### src/rtl/timer_555.sv
// timer_555: run-time programmable 555 emulator with astable and monostable modes.
// A single up-counter times both phases against a length latched at phase entry.
module timer_555 #(
  parameter int WIDTH     = 16,
  parameter bit RETRIGGER = 1'b0
) (
  input  logic             CLK,
  input  logic             RESET_N,
  input  logic             CE,
  input  logic             ENABLE,
  input  logic             MODE,
  input  logic             TRIG,
  input  logic [WIDTH-1:0] HIGH_COUNT,
  input  logic [WIDTH-1:0] LOW_COUNT,
  output logic             OUT,
  output logic             CYCLE_END
);
  localparam logic [1:0] IDLE = 2'd0;
  localparam logic [1:0] HIGH = 2'd1;
  localparam logic [1:0] LOW  = 2'd2;

  logic [1:0]       r_state;
  logic [WIDTH-1:0] r_cnt;
  logic [WIDTH-1:0] r_len;
  logic             r_trig_d;
  logic             r_out;
  logic             r_cycle_end;
  logic             w_edge;
  logic             w_end;
  logic [WIDTH-1:0] w_hlen;
  logic [WIDTH-1:0] w_llen;

  assign w_edge    = TRIG & ~r_trig_d;
  assign w_end     = CE && (r_cnt == r_len - WIDTH'(1));
  assign w_hlen    = (HIGH_COUNT == '0) ? WIDTH'(1) : HIGH_COUNT;
  assign w_llen    = (LOW_COUNT == '0) ? WIDTH'(1) : LOW_COUNT;
  assign OUT       = r_out;
  assign CYCLE_END = r_cycle_end;

  // trig_d resets high so a TRIG held through reset is not seen as an edge
  always_ff @(posedge CLK or negedge RESET_N) begin
    if (!RESET_N) begin
      r_state     <= IDLE;
      r_cnt       <= '0;
      r_len       <= '0;
      r_trig_d    <= 1'b1;
      r_out       <= 1'b0;
      r_cycle_end <= 1'b0;
    end else begin
      r_trig_d    <= TRIG;
      r_cycle_end <= 1'b0;
      if (!ENABLE) begin
        r_state <= IDLE;
        r_cnt   <= '0;
        r_out   <= 1'b0;
      end else begin
        case (r_state)
          IDLE: if (!MODE || w_edge) begin
            r_state <= HIGH;
            r_cnt   <= '0;
            r_len   <= w_hlen;
            r_out   <= 1'b1;
          end
          HIGH: if (MODE && RETRIGGER && w_edge) r_cnt <= '0;
          else if (w_end) begin
            r_cnt <= '0;
            r_out <= 1'b0;
            if (!MODE || LOW_COUNT != '0) begin
              r_state <= LOW;
              r_len   <= w_llen;
            end else begin
              r_state     <= IDLE;
              r_cycle_end <= 1'b1;
            end
          end else if (CE) r_cnt <= r_cnt + WIDTH'(1);
          LOW: if (w_end) begin
            r_cnt       <= '0;
            r_cycle_end <= 1'b1;
            if (MODE) r_state <= IDLE;
            else begin
              r_state <= HIGH;
              r_len   <= w_hlen;
              r_out   <= 1'b1;
            end
          end else if (CE) r_cnt <= r_cnt + WIDTH'(1);
          default: begin
            r_state <= IDLE;
            r_cnt   <= '0;
            r_out   <= 1'b0;
          end
        endcase
      end
    end
  end
endmodule

### config.mk
export PLATFORM = sky130hd
export DESIGN_NAME = timer_555
export DESIGN_NICKNAME = d
export VERILOG_FILES = /design/src/rtl/timer_555.sv
export SDC_FILE = /design/constraint.sdc
export NUM_CORES = 1
export LEC_CHECK = 0
export ABC_CLOCK_PERIOD_IN_PS = 3600
export BUFFER_PORTS_ARGS = -buffer_cell sky130_fd_sc_hd__buf_4
export CAP_MARGIN = 0
export CELL_PAD_IN_SITES_DETAIL_PLACEMENT = 0
export CELL_PAD_IN_SITES_GLOBAL_PLACEMENT = 1
export CORE_MARGIN = 4
export CORE_UTILIZATION = 45
export CTS_BUF_LIST = sky130_fd_sc_hd__clkbuf_8
export CTS_CLUSTER_SIZE = 28
export DETAILED_ROUTE_END_ITERATION = 8
export PLACE_DENSITY_LB_ADDON = 0.12
export REMOVE_ABC_BUFFERS = 1
export SLEW_MARGIN = 20
export SYNTH_ARGS = -nofsm -noshare
export SYNTH_HDL_FRONTEND = slang
export SYNTH_SLANG_ARGS = --single-unit
### constraint.sdc
create_clock -name CLK -period 3.6 [get_ports CLK]
set_clock_uncertainty 0.1 [all_clocks]
set_input_delay 0.72 -clock CLK [delete_from_list [all_inputs] [get_ports CLK]]
set_output_delay 0.72 -clock CLK [all_outputs]
set_load 0.005 [all_outputs]
==> impl_metrics.csv <==
group,metric,value,unit
status,status,"completed",
synth,synth-edff-count,0,
global_route,grt_pass1_wl,10300,µm
timing,period_share,87.90,%
cells_and_area,n_fill_cell,493,
clocking,clkLatencyLatePin,0.30,ns
hold_path,min_path_type,"input port to async pin",
clocking,clk_pin_slew,0.07,ns
cells_and_area,final_nets,351,
floorplan,rows,27,
synth,synthesis.area,2567,µm²
floorplan,start_util,46.63,%
run,drv_cap,0,
synth,ys_seq_elements,37,
synth,synth_ff_type,"dfrtp_1",
synth,ys_seq_area_share,36.11,%
routing,wirelength,5988,µm
worst_setup_path,cp_max_fo,6,
cells_and_area,drive_above_1_share,28.90,%
place,port_buffers,39,
floorplan,fp.dieW,83.54,µm
routing,num_vias,2119,
global_route,gr-usage-all-layers,18.16,%
cells_and_area,synthToLayoutAreaGrowth,19.74,%
worst_setup_path,cp.arrival,3.29,ns
power,ir_drop,0.0003977,V
routing,ant_nets,0,
global_route,grt_pass1_vias,2106,
floorplan,dieArea,6978,µm²
cells_and_area,final_cells,380,
worst_setup_path,worst_setup_path_start_kind,"flop",
timing,slew_viol_final,0,
worst_setup_path,critPathRequiredTime,3.72,ns
timing,setup_viol,0,
floorplan,io_pins,40,
worst_setup_path,endpoint_kind,"flop",
global_route,overflow,0,
floorplan,die_h,83.54,µm
timing,slew-limit-headroom,39.95,%
synth,syn_inst,265,
routing,drt-initial-drc-count,119,
power,leakage,1.292,nW
power,power_density,665.9,nW/µm²
synth,async_flop_share,100.0,%
routing,via_per_inst,5.576,
floorplan,core-area,5507,µm²
synth,ys_warn_count,0,
timing,period_needed,3.165,ns
synth,avgSynthCellArea,9.689,µm²
timing,grt_setup_unrepaired,"no",
timing,hold_viol,0,
clocking,cts-hold-fix-buffers,0,
place,placed_cells,372,
worst_setup_path,worstSetupPathType,"flop to flop",
clocking,cts_resized,0,
clocking,clock-sinks,37,
place,dpl.hpwl,4708,µm
clocking,cts_inserted_buffers,5,
routing,dr.pass1.iters,4,
timing,max_freq,0.3160,GHz
clocking,post_cts_buffers,0,
global_route,grt_max_degree,38,
global_route,antenna_found_initial,0,
worst_setup_path,ff2ff_path_depth,9,
clocking,clockRootBuffer,"clkbuf_8",
clocking,cts_htree_levels,2,
clocking,clockBufferDepth,2,
cells_and_area,diodes,0,
timing,tightest_slew,0.9008,ns
clocking,cts_tree,"done",
routing,wl_per_cell,15.76,µm
place,place.gp.congestion,0.8284,
synth,yosysUniqueCellTypes,49,
routing,post-route-drc-count,0,
timing,tns,0,ns
timing,fin_hold_ws,0.2798,ns
==> cell usage after synthesis, types with 2 or more instances <==
| cell | count | area (µm²) |
|---|---|---|
| a21oi_1 | 8 | 40.04 |
| a311oi_1 | 2 | 17.52 |
| a31oi_1 | 3 | 18.77 |
| and3_1 | 4 | 25.02 |
| and4_1 | 3 | 26.28 |
| buf_2 | 2 | 10.01 |
| clkbuf_1 | 4 | 15.01 |
| dfrtp_1 | 36 | 900.9 |
| ha_1 | 6 | 75.07 |
| inv_1 | 10 | 37.54 |
| mux2_2 | 20 | 225.2 |
| mux2_4 | 9 | 135.1 |
| mux2i_1 | 3 | 30.03 |
| nand2_1 | 19 | 71.32 |
| nand2b_1 | 2 | 12.51 |
| nand3_1 | 11 | 55.05 |
| nand4_1 | 7 | 43.79 |
| nor2_1 | 20 | 75.07 |
| nor3_1 | 6 | 30.03 |
| nor3b_1 | 2 | 15.01 |
| nor4_1 | 13 | 81.33 |
| o21ai_0 | 8 | 40.04 |
| o311ai_0 | 3 | 26.28 |
| o31a_1 | 2 | 17.52 |
| or2_2 | 3 | 18.77 |
| or3_1 | 5 | 31.28 |
| or4_1 | 4 | 30.03 |
| xnor2_1 | 14 | 122.6 |
| xor2_1 | 16 | 140.1 |
==> report_power, final <==
| part | switching (W) | leakage (nW) | internal, W |
|---|---|---|---|
| logic | 0.000427 | 0.749 | 0.000490 |
| registers | 0.000170 | 0.475 | 0.000528 |
| clock network | 0.000156 | 0.0681 | 0.000275 |
| total | 0.000753 | 1.29 | 0.00129 |
==> flip-flops by register name (all words and copies together), names as in the netlist <==
register and cells:
OUT 1, r_state 2, r_cnt 16, r_trig_d 1
r_len 16, CYCLE_END 1
==> worst paths after layout <==
| path | startpoint | to | slack, ns |
|---|---|---|---|
| max in group asynchronous | RESET_N | r_trig_d | 2.77 |
| min | RESET_N | r_cnt[13] | 0.28 |
| max | r_len[0] | r_state[0] | 0.44 |
| min in group CLK | TRIG | r_trig_d | 0.43 |
| min reg2reg | OUT | OUT | 0.46 |
| max reg2reg | r_len[0] | r_state[0] | 0.44 |
==> kinds of logic (layout without fill, tap and decap cells) <==
kind of cell	after synthesis	in the layout	share of synthesized area, %
xor+xnor	30	30	10.23
mux	32	32	15.20
simple gates	105	105	21.93
buf+inv	18	61	3.021
fa+ha+maj	6	6	2.924
flops	37	37	36.11
compound gates	37	37	10.58
==> area by class of cell <==
| cell class | count | area (µm²) | area share [%] |
|---|---|---|---|
| Inverter | 10 | 37.54 | 1.221 |
| Clock inverter | 3 | 65.06 | 2.116 |
| Multi-Input combinational cell | 210 | 1563 | 50.83 |
| Timing Repair Buffer | 43 | 322.8 | 10.50 |
| Sequential cell | 37 | 927.1 | 30.16 |
| Tap cell | 72 | 90.09 | 2.930 |
| Clock buffer | 5 | 68.82 | 2.239 |
==> worst max-delay path: stages (launching register included) <==
cell	delay, ns
dfrtp_1	0.45
inv_1	0.09
ha_1	0.19
or3b_1	0.42
or3_1	0.38
a211oi_2	0.21
o211ai_1	0.19
o32a_1	0.40
or4_1	0.51
a21oi_1	0.15
==> placed cells by master, fill, tap and decap left out, types with 4 or more instances in the layout <==
cell type and n:
or4_1 4, dfrtp_1 36, nor2_1 20, and3_1 4, mux2_2 20, or3_1 5
xor2_1 16, ha_1 6, inv_1 10, buf_4 43, o21ai_0 8, nor3_1 6
a21oi_1 8, mux2_4 9, nand4_1 7, nor4_1 13, nand2_1 19, nand3_1 11
clkbuf_8 5, xnor2_1 14
==> through the flow <==
| step | power [W] | util (%) | area (µm²) | worst slack [ns] |
|---|---|---|---|---|
| after floorplan | 0.001362 | - | 2527 | 0.4224 |
| after global placement | 0.001609 | 53.40 | 2940 | 0.5486 |
| after detailed placement | 0.001621 | 53.40 | 2940 | 0.4532 |
| after CTS | 0.002059 | 55.83 | 3074 | 0.4538 |
| after global routing | 0.002189 | 55.83 | 3074 | 0.2751 |
| final | 0.002047 | 55.83 | 3074 | 0.4354 |
==> routing by layer <==
metal,wire [µm],up-vias,global-route usage [%]
li1,-,1061,-
met3,333,6,3.653
met2,2596,62,27.99
met1,2982,990,25.87
met5,0,-,0
met4,76,0,5.263
Note: power is estimated with default switching activity, not from simulation.
